**src/rtl/led_blink_pkg.sv**
```systemverilog
// rtl/led_blink_pkg.sv - mode encodings and register map shared by the LED controller
package led_blink_pkg;

    typedef enum logic [1:0] {
        MODE_OFF   = 2'd0,
        MODE_ON    = 2'd1,
        MODE_BLINK = 2'd2,
        MODE_PWM   = 2'd3
    } mode_e;

    localparam int A_PRESC    = 0;
    localparam int A_STATUS   = 1;
    localparam int A_CH_BASE  = 4;
    localparam int CH_STRIDE  = 4;
    localparam int OFF_CTRL   = 0;
    localparam int OFF_PERIOD = 1;
    localparam int OFF_DUTY   = 2;

endpackage

```
**src/rtl/led_channel.sv**
```systemverilog
// rtl/led_channel.sv - one LED channel: mode/period/duty registers, blink counter and PWM phase
module led_channel
    import led_blink_pkg::*;
#(
    parameter int CNT_W = 24,
    parameter int PWM_W = 8
) (
    input  logic             clk,
    input  logic             rst_n,
    input  logic             tick,
    input  logic             wr_ctrl,
    input  logic             wr_period,
    input  logic             wr_duty,
    input  logic [CNT_W-1:0] wdata,
    output logic [1:0]       ctrl,
    output logic [CNT_W-1:0] period,
    output logic [PWM_W-1:0] duty,
    output logic             led
);

    mode_e            ctrl_q, ctrl_d;
    logic [CNT_W-1:0] period_q, period_d;
    logic [PWM_W-1:0] duty_q, duty_d;
    logic [CNT_W-1:0] bc_q, bc_d;
    logic [PWM_W-1:0] ph_q, ph_d;
    logic             bst_q, bst_d;
    logic             led_q, led_d;

    // Next-state: tick-driven counting first, then register writes override it
    always_comb begin
        ctrl_d   = ctrl_q;
        period_d = period_q;
        duty_d   = duty_q;
        bc_d     = bc_q;
        ph_d     = ph_q;
        bst_d    = bst_q;

        if (tick && ctrl_q == MODE_BLINK) begin
            if (bc_q == period_q) begin
                bc_d  = '0;
                bst_d = ~bst_q;
            end else begin
                bc_d = bc_q + CNT_W'(1);
            end
        end
        // Phase wraps naturally at 2^PWM_W
        if (tick && ctrl_q == MODE_PWM) begin
            ph_d = ph_q + PWM_W'(1);
        end

        // A period write restarts the current half-period without toggling
        if (wr_period) begin
            period_d = wdata;
            bc_d     = '0;
            bst_d    = bst_q;
        end
        if (wr_duty) begin
            duty_d = wdata[PWM_W-1:0];
        end
        // Any mode write restarts the channel from a dark state
        if (wr_ctrl) begin
            ctrl_d = mode_e'(wdata[1:0]);
            bc_d   = '0;
            ph_d   = '0;
            bst_d  = 1'b0;
        end

        case (ctrl_d)
            MODE_OFF:   led_d = 1'b0;
            MODE_ON:    led_d = 1'b1;
            MODE_BLINK: led_d = bst_d;
            MODE_PWM:   led_d = (ph_d < duty_d);
            default:    led_d = 1'b0;
        endcase
    end

    // Channel state registers
    always_ff @(posedge clk or negedge rst_n) begin
        if (!rst_n) begin
            ctrl_q   <= MODE_OFF;
            period_q <= '0;
            duty_q   <= '0;
            bc_q     <= '0;
            ph_q     <= '0;
            bst_q    <= 1'b0;
            led_q    <= 1'b0;
        end else begin
            ctrl_q   <= ctrl_d;
            period_q <= period_d;
            duty_q   <= duty_d;
            bc_q     <= bc_d;
            ph_q     <= ph_d;
            bst_q    <= bst_d;
            led_q    <= led_d;
        end
    end

    assign ctrl   = ctrl_q;
    assign period = period_q;
    assign duty   = duty_q;
    assign led    = led_q;

endmodule

```
**src/rtl/led_blink_ctrl.sv**
```systemverilog
// rtl/led_blink_ctrl.sv - multi-channel LED controller top; LED_ACTIVE_LOW_EN inverts the led pins
module led_blink_ctrl
    import led_blink_pkg::*;
#(
    parameter int               N_CH      = 4,
    parameter int               CNT_W     = 24,
    parameter int               PWM_W     = 8,
    parameter int               ADDR_W    = 5,
    parameter logic [CNT_W-1:0] PRESC_RST = 24'd49999
) (
    input  logic              clk,
    input  logic              rst,
    input  logic              wr_en,
    input  logic              rd_en,
    input  logic [ADDR_W-1:0] addr,
    input  logic [31:0]       wdata,
    output logic [31:0]       rdata,
    output logic              rvalid,
    output logic [N_CH-1:0]   led,
    output logic              tick
);

    logic [CNT_W-1:0] presc_q, presc_d;
    logic [CNT_W-1:0] pc_q, pc_d;
    logic [31:0]      rdata_q, rdata_d;
    logic             rvalid_q, rvalid_d;
    logic             tick_int;

    logic [N_CH-1:0]  led_log;
    logic [1:0]       ch_ctrl   [N_CH];
    logic [CNT_W-1:0] ch_period [N_CH];
    logic [PWM_W-1:0] ch_duty   [N_CH];

    logic             in_ch;
    logic [ADDR_W-1:0] addr_rel;
    logic [ADDR_W-1:0] ch_idx;
    logic [ADDR_W-1:0] ch_off;
    logic [31:0]      rd_word;
    logic             unused_wdata_hi;

    assign unused_wdata_hi = ^wdata[31:CNT_W];

    // Split a word address into channel index and register offset
    always_comb begin
        in_ch    = (addr >= ADDR_W'(A_CH_BASE));
        addr_rel = addr - ADDR_W'(A_CH_BASE);
        ch_idx   = addr_rel / ADDR_W'(CH_STRIDE);
        ch_off   = addr_rel % ADDR_W'(CH_STRIDE);
    end

    for (genvar c = 0; c < N_CH; c++) begin : g_ch
        logic sel;
        assign sel = wr_en && in_ch && (ch_idx == ADDR_W'(c));

        led_channel #(
            .CNT_W (CNT_W),
            .PWM_W (PWM_W)
        ) u_ch (
            .clk       (clk),
            .rst_n     (rst),
            .tick      (tick_int),
            .wr_ctrl   (sel && ch_off == ADDR_W'(OFF_CTRL)),
            .wr_period (sel && ch_off == ADDR_W'(OFF_PERIOD)),
            .wr_duty   (sel && ch_off == ADDR_W'(OFF_DUTY)),
            .wdata     (wdata[CNT_W-1:0]),
            .ctrl      (ch_ctrl[c]),
            .period    (ch_period[c]),
            .duty      (ch_duty[c]),
            .led       (led_log[c])
        );
    end

    // Read mux over current register contents; a same-cycle write is not yet visible
    always_comb begin
        rd_word = '0;
        if (addr == ADDR_W'(A_PRESC)) begin
            rd_word = 32'(presc_q);
        end else if (addr == ADDR_W'(A_STATUS)) begin
            rd_word = 32'(led_log);
        end else if (in_ch) begin
            for (int c = 0; c < N_CH; c++) begin
                if (ch_idx == ADDR_W'(c)) begin
                    if (ch_off == ADDR_W'(OFF_CTRL)) begin
                        rd_word = 32'(ch_ctrl[c]);
                    end else if (ch_off == ADDR_W'(OFF_PERIOD)) begin
                        rd_word = 32'(ch_period[c]);
                    end else if (ch_off == ADDR_W'(OFF_DUTY)) begin
                        rd_word = 32'(ch_duty[c]);
                    end
                end
            end
        end
    end

    // Prescaler and bus-response next state
    always_comb begin
        tick_int = (pc_q == presc_q);
        pc_d     = tick_int ? '0 : pc_q + CNT_W'(1);
        presc_d  = presc_q;
        if (wr_en && addr == ADDR_W'(A_PRESC)) begin
            presc_d = wdata[CNT_W-1:0];
            pc_d    = '0;
        end
        rdata_d  = rd_en ? rd_word : rdata_q;
        rvalid_d = rd_en;
    end

    // Prescaler and bus-response registers
    always_ff @(posedge clk or negedge rst) begin
        if (!rst) begin
            presc_q  <= PRESC_RST;
            pc_q     <= '0;
            rdata_q  <= '0;
            rvalid_q <= 1'b0;
        end else begin
            presc_q  <= presc_d;
            pc_q     <= pc_d;
            rdata_q  <= rdata_d;
            rvalid_q <= rvalid_d;
        end
    end

    assign rdata  = rdata_q;
    assign rvalid = rvalid_q;
    assign tick   = tick_int;

`ifdef LED_ACTIVE_LOW_EN
    assign led = ~led_log;
`else
    assign led = led_log;
`endif

endmodule

```
**config.mk**
```make
export PLATFORM = sky130hd
export DESIGN_NAME = led_blink_ctrl
export DESIGN_NICKNAME = d
export VERILOG_FILES = /design/src/rtl/led_blink_pkg.sv /design/src/rtl/led_channel.sv /design/src/rtl/led_blink_ctrl.sv
export SDC_FILE = /design/constraint.sdc
export NUM_CORES = 1
export LEC_CHECK = 0
export BUFFER_PORTS_ARGS = -buffer_cell sky130_fd_sc_hd__buf_2
export CAP_MARGIN = 20
export CORE_MARGIN = 1.5
export CORE_UTILIZATION = 55
export CTS_CLUSTER_DIAMETER = 50
export CTS_CLUSTER_SIZE = 25
export DETAILED_ROUTE_END_ITERATION = 10
export PLACE_DENSITY = 0.69
export SLEW_MARGIN = 20
export SYNTH_ARGS = -nofsm -noshare
export SYNTH_HDL_FRONTEND = slang
export SYNTH_SLANG_ARGS = --single-unit
```
**constraint.sdc**
```tcl
create_clock -name clk -period 6.5 [get_ports clk]
set_clock_uncertainty 0.1 [all_clocks]
set_input_delay 0.65 -clock clk [delete_from_list [all_inputs] [get_ports clk]]
set_output_delay 0.65 -clock clk [all_outputs]
set_load 0.02 [all_outputs]
```
==> summary.md, run 1 <==
| Metric | Value |
|---|---|
| Fin crit share | 72.10% |
| Library cells used by synthesis | 70 |
| Num rows | 67 |
| Clk root buf | clkbuf_16 |
| Final setup viols | 0 |
| Layout net count | 1,995 |
| Max IR drop VDD | 0.2122 mV |
| Total wire length | 53.73 mm |
| Synth top area share | 44.91% |
| Place WS | 2004 ps |
| Worst hold slack | -12.93 ps |
| TritonCTS clock tree | yes |
| Worst Setup Start Kind | flop |
| CP required | 6900 ps |
| H-tree Lvls | 2 |
| Grt ovf | 0 |
| Cells after Synth | 1,887 |
| Worst reg-to-reg path cell count | 14 |
| Crit path kind | reg2reg |
| Post-synth EDFFs | 0 |
| Hold Path Class | in2async |
| Initial Util | 55.84% |
| DP Cell Count | 2,324 |
| Syn-to-layout area delta | 11.45% |
| Area of the multi-input gates | 9494 sq um |
| Largest net degree at the start of global routing | 135 |
| GPL Wtd Cong | 0.9092 |
| Layout cells sized above 1 | 16.58% |
| Synth area leaders | dfrtp_1 (45%), mux2_2 (8.2%), xor2_1 (7.3%) |
| Register area share after synthesis | 46.17% |
| Most frequent cell after synthesis | dfrtp_1 |
| Status | finished with violations |
| Reg-to-Reg Start | presc_q[3] |
| Sw Share | 33.39% |
| PortBufs | 62 |
| Max_slew headroom | 34.17% |
| Setup bufs post-CTS | 0 |
| Antenna-violating nets left | 0 |
| Largest fanout on the critical path | 12 |
| Register area | 8645 sq um |
| First-pass GRT wire length | 84.32 mm |
| Hold_buf cts | 0 |
| Clock Latency Late Sink | 570 ps |
| Clk slew on worst S/H paths | 80 ps |
| CTS max path bufs | 3 |
| Flop pwr share | 45.3% |
| Fill cell count | 2,739 |
| Die H | 187.5 microns |
| R2R Setup Slk | 1810 ps |
| Logic pwr share | 16.8% |
| Reg2Reg Capture Point | g_ch[0].u_ch.led |
| Synthesized area per cell | 9.922 sq um |
| # IOs | 79 |
| Vias per std cell | 6.251 |
| Die area | 35,160 sq um |
| Maxcap violations | 0 |
| Wire length per cell | 22.42 microns |
| Failing checks | negative hold slack |
| DRC | 0 |
| Clk pwr share | 37.9% |
| Vias | 14,980 |
| Leak pwr | 9.235 nW |
| Diodes inserted | 0 |
| Die Wd | 187.5 microns |
| Ys Warns | 0 |
| TritonCTS Buffers | 39 |
| Core box area | 33,530 sq um |
| Internal | 4.170 mW |
| Synth async-reset ratio | 100.0% |
| Synth cell count leaders | dfrtp_1 (336), nor2_1 (180), xor2_1 (155) |
| Achievable Freq | 0.2134 GHz |
| Post-CTS Resized | 0 |
| Slew @ Worst Pin | 978.4 ps |
| Drt first pass iters | 6 |
| Fin. max-slew vios | 0 |
| Initial DRC Count | 1,473 |
| Largest area contributor in the netlist | dfrtp_1 |
| P_sw | 2.091 mW |
| Finished Layout Cells | 2,396 |
| Antenna violations before repair | 0 |
| Ys flop type | dfrtp_1 |
| Vias in the first global route | 14,410 |
| Worst Setup SP | presc_q[3] |
| GRT Util Overall | 30.89% |
| Dpl hpwl | 38.71 mm |
| P per Cell Area | 300.0 nW/um^2 |
| Final hold violation count | 2 |
| Flops & latches, synth | 345 |
| Post-Synthesis Cell Area | 18,720 sq um |
| CP endpoint kind | flop |
| Final setup margin | 1813 ps |
| Unrepaired setup endpoints after global routing | no |
| Minimum clock period | 4687 ps |
| CP Data Arrival Time | 5090 ps |
| Setup_tns | 0 ps |
| Num Clock Sinks | 345 |
-- critical path, stage by stage (launching register included) --
cell and delay (ps):
dfstp_2 580, xor2_1 100, nor4_1 310, nand2_1 530
nor3_2 700, nand3_1 180, or3_1 390, a21oi_1 230
ha_1 270, and4_1 190, o211ai_1 130, a21oi_1 60
a2111oi_0 440, o31a_1 240, o32a_1 160
-- power groups by stage --
stage	Sequential [mW]	Clock (mW)	Combinational [mW]
after CTS	2.83	2.40	1.05
after global placement	2.85	0	1.00
after floorplan	2.72	0	0.768
after detailed placement	2.87	0	1.04
final	2.84	2.37	1.05
after global routing	2.87	2.50	1.17
-- metal layers --
metal | up-vias | part of all wire, % | GRT usage [%]
li1 | 6853 | - | -
met2 | 590 | 46 | 48.07
met3 | 114 | 7.0 | 5.484
met5 | - | 0 | 0
met1 | 7420 | 43 | 43.30
met4 | 0 | 3.6 | 11.66
-- logic make-up (layout without fill, tap and decap cells) --
logic type / Yosys count / count (layout) / share of synthesized area (%)
fa+ha+maj: 37 / 37 / 2.473
buf+inv: 157 / 211 / 3.422
compound gates: 384 / 384 / 13.02
flops: 345 / 345 / 46.17
xor+xnor: 180 / 180 / 8.420
mux: 182 / 182 / 10.64
other cells: 1 / 8 / 0.02003
simple gates: 601 / 601 / 15.84
-- layout by cell type, fill, tap and decap left out, types with 8 or more instances in the layout --
cell type,synthesis,layout
nor2_1,180,175
and3_1,20,20
nand2_1,136,136
nor2b_1,23,23
buf_2,5,61
a22oi_1,41,41
dfstp_2,9,9
and4_1,11,11
o31ai_1,17,17
nor3_1,18,18
conb_1,1,8
a21oi_1,74,74
and2_1,9,9
clkinv_8,0,17
nand2b_1,23,23
xor2_1,155,155
o41ai_1,8,8
clkbuf_16,0,40
nand3_1,58,58
buf_4,12,22
mux2_2,136,136
mux2i_1,46,46
dfrtp_1,336,336
nand4_1,38,38
ha_1,37,37
inv_1,53,53
a31oi_1,15,15
o22ai_1,12,12
o211ai_1,14,14
a22o_1,14,14
xnor2_1,25,25
or3_1,14,14
o21ai_0,125,125
nor4_1,40,39
-- metrics by stage --
step / area [sq um] / total power, mW / util, %
after floorplan: 18750 / 3.486 / -
after global placement: 19410 / 3.855 / 57.90
after detailed placement: 19420 / 3.907 / 57.92
after CTS: 20860 / 6.280 / 62.22
after global routing: 20870 / 6.539 / 62.23
final: 20870 / 6.260 / 62.23
-- registers in the layout, indices dropped and copies added, names as in the netlist --
name              cells
rvalid                1
g_ch.u_ch.ph_q       32
g_ch.u_ch.led         4
presc_q              24
g_ch.u_ch.bc_q       96
g_ch.u_ch.bst_q       4
g_ch.u_ch.period     96
pc_q                 24
g_ch.u_ch.ctrl        8
g_ch.u_ch.duty       32
rdata                24
-- how the worst max path moves through the flow --
stage,end,slack (ps)
global route,g_ch[0].u_ch.led,1520
floorplan,g_ch[0].u_ch.led,2840
detailed placement,g_ch[0].u_ch.led,2000
global placement,g_ch[0].u_ch.led,2110
CTS,g_ch[0].u_ch.led,1930
finish,g_ch[0].u_ch.led,1810
-- area by class of cell --
type / count / share of cell area (%)
inverters: 53 / 0.9534
flip-flops and latches: 345 / 41.43
well taps: 448 / 2.686
clock inverters: 32 / 2.117
clock buffers: 40 / 4.797
multi-input cells: 1392 / 45.50
repair buffers: 86 / 2.518
(Power assumes the default switching activity.)
==> run 2, diff against run 1 <==
--- a/config.mk
+++ b/config.mk
@@ -12,7 +12,7 @@
 export CTS_CLUSTER_DIAMETER = 50
 export CTS_CLUSTER_SIZE = 25
 export DETAILED_ROUTE_END_ITERATION = 10
-export PLACE_DENSITY = 0.69
+export PLACE_DENSITY = 0.72
 export SLEW_MARGIN = 20
 export SYNTH_ARGS = -nofsm -noshare
 export SYNTH_HDL_FRONTEND = slang
==> constraint.sdc (replaced) <==
create_clock -name clk -period 4 [get_ports clk]
set_clock_uncertainty 0.1 [all_clocks]
set_input_delay 0.4 -clock clk [delete_from_list [all_inputs] [get_ports clk]]
set_output_delay 0.4 -clock clk [all_outputs]
set_load 0.02 [all_outputs]
==> run 2 against run 1 <==
  * The flow now finishes without violations
  * Combinational power rose by 68%
  * Sequential cell count did not move
  * Wire length rose by 1.7%
  * Final cell count rose by 1.3%
  * Utilization rose by 0.59 points
  * Register-to-register slack got worse by 1800 ps
  * Fmax rose by 19%
  * First-iteration DRC count fell by 1.6%
==> summary.md, run 2 (synthesis results as in run 1) <==
| Metric | Value |
|---|---|
| Dpl cell area | 19,670 sq um (+1.3%) |
| Clk root buf | clkbuf_16 |
| Commonest non-fill, non-tap cell in the layout | dfrtp_1 |
| CP endpoint kind | flop |
| Total wire length | 54.65 mm (+1.7%) |
| Die Wd | 187.5 microns (unchanged) |
| Finished Layout Cells | 2,427 (+1.3%) |
| Num rows | 67 (unchanged) |
| PortBufs | 62 (unchanged) |
| Syn-to-layout area delta | 12.50% |
| DP Cell Count | 2,356 (+1.4%) |
| Core box area | 33,530 sq um (unchanged) |
| Max_slew headroom | 36.31% (+2.1 points) |
| Die H | 187.5 microns (unchanged) |
| Grt ovf | 0 (unchanged) |
| Crit path kind | reg2reg |
| CTS max path bufs | 3 (unchanged) |
| Wire length per cell | 22.52 microns (+0.41%) |
| CP required | 4370 ps (-2530 ps) |
| Leak pwr | 9.369 nW (+1.5%) |
| Setup bufs post-CTS | 0 (unchanged) |
| GPL Wtd Cong | 0.9429 (+3.7%) |
| Commonest non-fill, non-tap cells in the layout | dfrtp_1 (336), nor2_1 (176), xor2_1 (155) |
| Worst Setup Start Kind | flop |
| Worst hold slack | 96.04 ps (+109.0 ps) |
| Max IR drop VDD | 0.4046 mV (+91%) |
| Fill cell count | 2,761 (+0.80%) |
| Diodes inserted | 0 (unchanged) |
| Vias | 15,360 (+2.5%) |
| Fin crit share | 98.84% (+27 points) |
| Final setup viols | 0 (unchanged) |
| Final hold violation count | 0 (-2) |
| Maxcap violations | 0 (unchanged) |
| Vias in the first global route | 14,800 (+2.7%) |
| Largest net degree at the start of global routing | 92 (-32%) |
| Fin. max-slew vios | 0 (unchanged) |
| Initial DRC Count | 1,450 (-1.6%) |
| Initial Util | 55.84% (unchanged) |
| Drt first pass iters | 5 (-1) |
| Antenna violations before repair | 0 (unchanged) |
| Largest fanout on the critical path | 12 (unchanged) |
| Minimum clock period | 3953 ps (-733.2 ps) |
| TritonCTS Buffers | 38 (-2.6%) |
| Reg-to-Reg Start | presc_q[19] |
| Dpl hpwl | 39.64 mm (+2.4%) |
| Fin util | 62.81% (+0.59 points) |
| Clock Latency Late Sink | 560 ps (about the same) |
| Layout net count | 2,027 (+1.6%) |
| TritonCTS clock tree | yes |
| Antenna-violating nets left | 0 (unchanged) |
| Hold Path Class | in2reg |
| Layout cells sized above 1 | 17.99% (+1.4 points) |
| Achievable Freq | 0.2529 GHz (+19%) |
| Num Clock Sinks | 345 (unchanged) |
| GRT Util Overall | 31.33% (+0.44 points) |
| Die area | 35,160 sq um (unchanged) |
| # IOs | 79 (unchanged) |
| Vias per std cell | 6.327 (+1.2%) |
| Slew @ Worst Pin | 931.3 ps (-47.10 ps) |
| Finished Cell Area | 21,060 sq um (+0.94%) |
| DRC | 0 (unchanged) |
| H-tree Lvls | 2 (unchanged) |
| P per Cell Area | 479.8 nW/um^2 (+60%) |
| Clk slew on worst S/H paths | 80 ps (about the same) |
| CP Data Arrival Time | 4330 ps (-760 ps) |
| Tot Pwr | 10.11 mW (+61%) |
| Worst hold path startpoint | wdata[20] |
| Unrepaired setup endpoints after global routing | yes |
| Status | finished, final reports clean |
| Worst Setup SP | presc_q[19] |
| First-pass GRT wire length | 85.43 mm (+1.3%) |
-- run 2: changes by cell type in the layout (fill, tap and decap cells not counted), sizes merged --
cell / previous run / this run
inv: 63 / 65
dlygate4sd3: 0 / 1
clkinvlp: 2 / 3
bufinv: 0 / 1
buf: 86 / 118
clkinv: 20 / 10
clkbuf: 40 / 44
-- run 2: per-stage QoR --
stage	worst slack, ps	TNS (ps)
2_1_floorplan	341.5	0
3_3_place_gp	213.2	0
3_5_place_dp	122.7	0
4_1_cts	10.52	0
5_1_grt	-69.57	-69.57
6_report	46.52	0
-- run 2: area by class of cell --
type                    instances  area, sq um  area share, %
clock buffers                  44         1047          4.972
clock inverters                26        299.0          1.420
inverters                      53        198.9         0.9445
multi-input cells            1392         9520          45.20
flip-flops and latches        345         8645          41.04
well taps                     448        560.5          2.661
repair buffers                119        792.0          3.760
-- run 2: repair_timing --
item,CTS,global route
hold endpoints to repair,68,0
gates resized for setup,0,8
setup endpoints to repair,0,3
hold buffers,1,0
-- run 2: where the power goes --
group	total [mW]	switching (mW)	internal, mW	leakage [nW]
registers	4.62	0.628	3.99	4.44
clock network	3.73	1.68	2.05	0.647
logic	1.76	0.959	0.801	4.29
-- run 2: path summary, 6_finish.rpt --
| check | depth (start not counted) | slack, ps | end |
|---|---|---|---|
| min in group asynchronous | 2 | 330 | g_ch[2].u_ch.bc_q[4] |
| min reg2reg | 1 | 400 | g_ch[3].u_ch.bc_q[23] |
| max reg2reg | 17 | 50 | g_ch[0].u_ch.led |
| max in group asynchronous | 3 | 2550 | presc_q[9] |
| min | 2 | 100 | g_ch[2].u_ch.period[20] |
| max | 17 | 50 | g_ch[0].u_ch.led |
-- run 2: per-layer routing --
metal,track usage (%),vias up,part of all wire [%]
met5,0,-,0
met4,14.58,0,4.9
met3,4.642,162,7.6
met2,48.67,691,45
met1,43.52,7584,42
li1,-,6919,-
-- run 2: critical path, stage by stage, from the launching register on --
cell,delay [ps]
dfrtp_1,440
xor2_1,180
nor4_1,280
buf_4,160
nand4_1,130
buf_6,220
nor3_2,200
buf_4,190
nand4_1,160
xor2_1,190
nor2_1,180
ha_1,280
and4_1,190
o211ai_1,150
a21oi_1,90
a2111oi_2,340
o31a_1,210
o32a_1,170
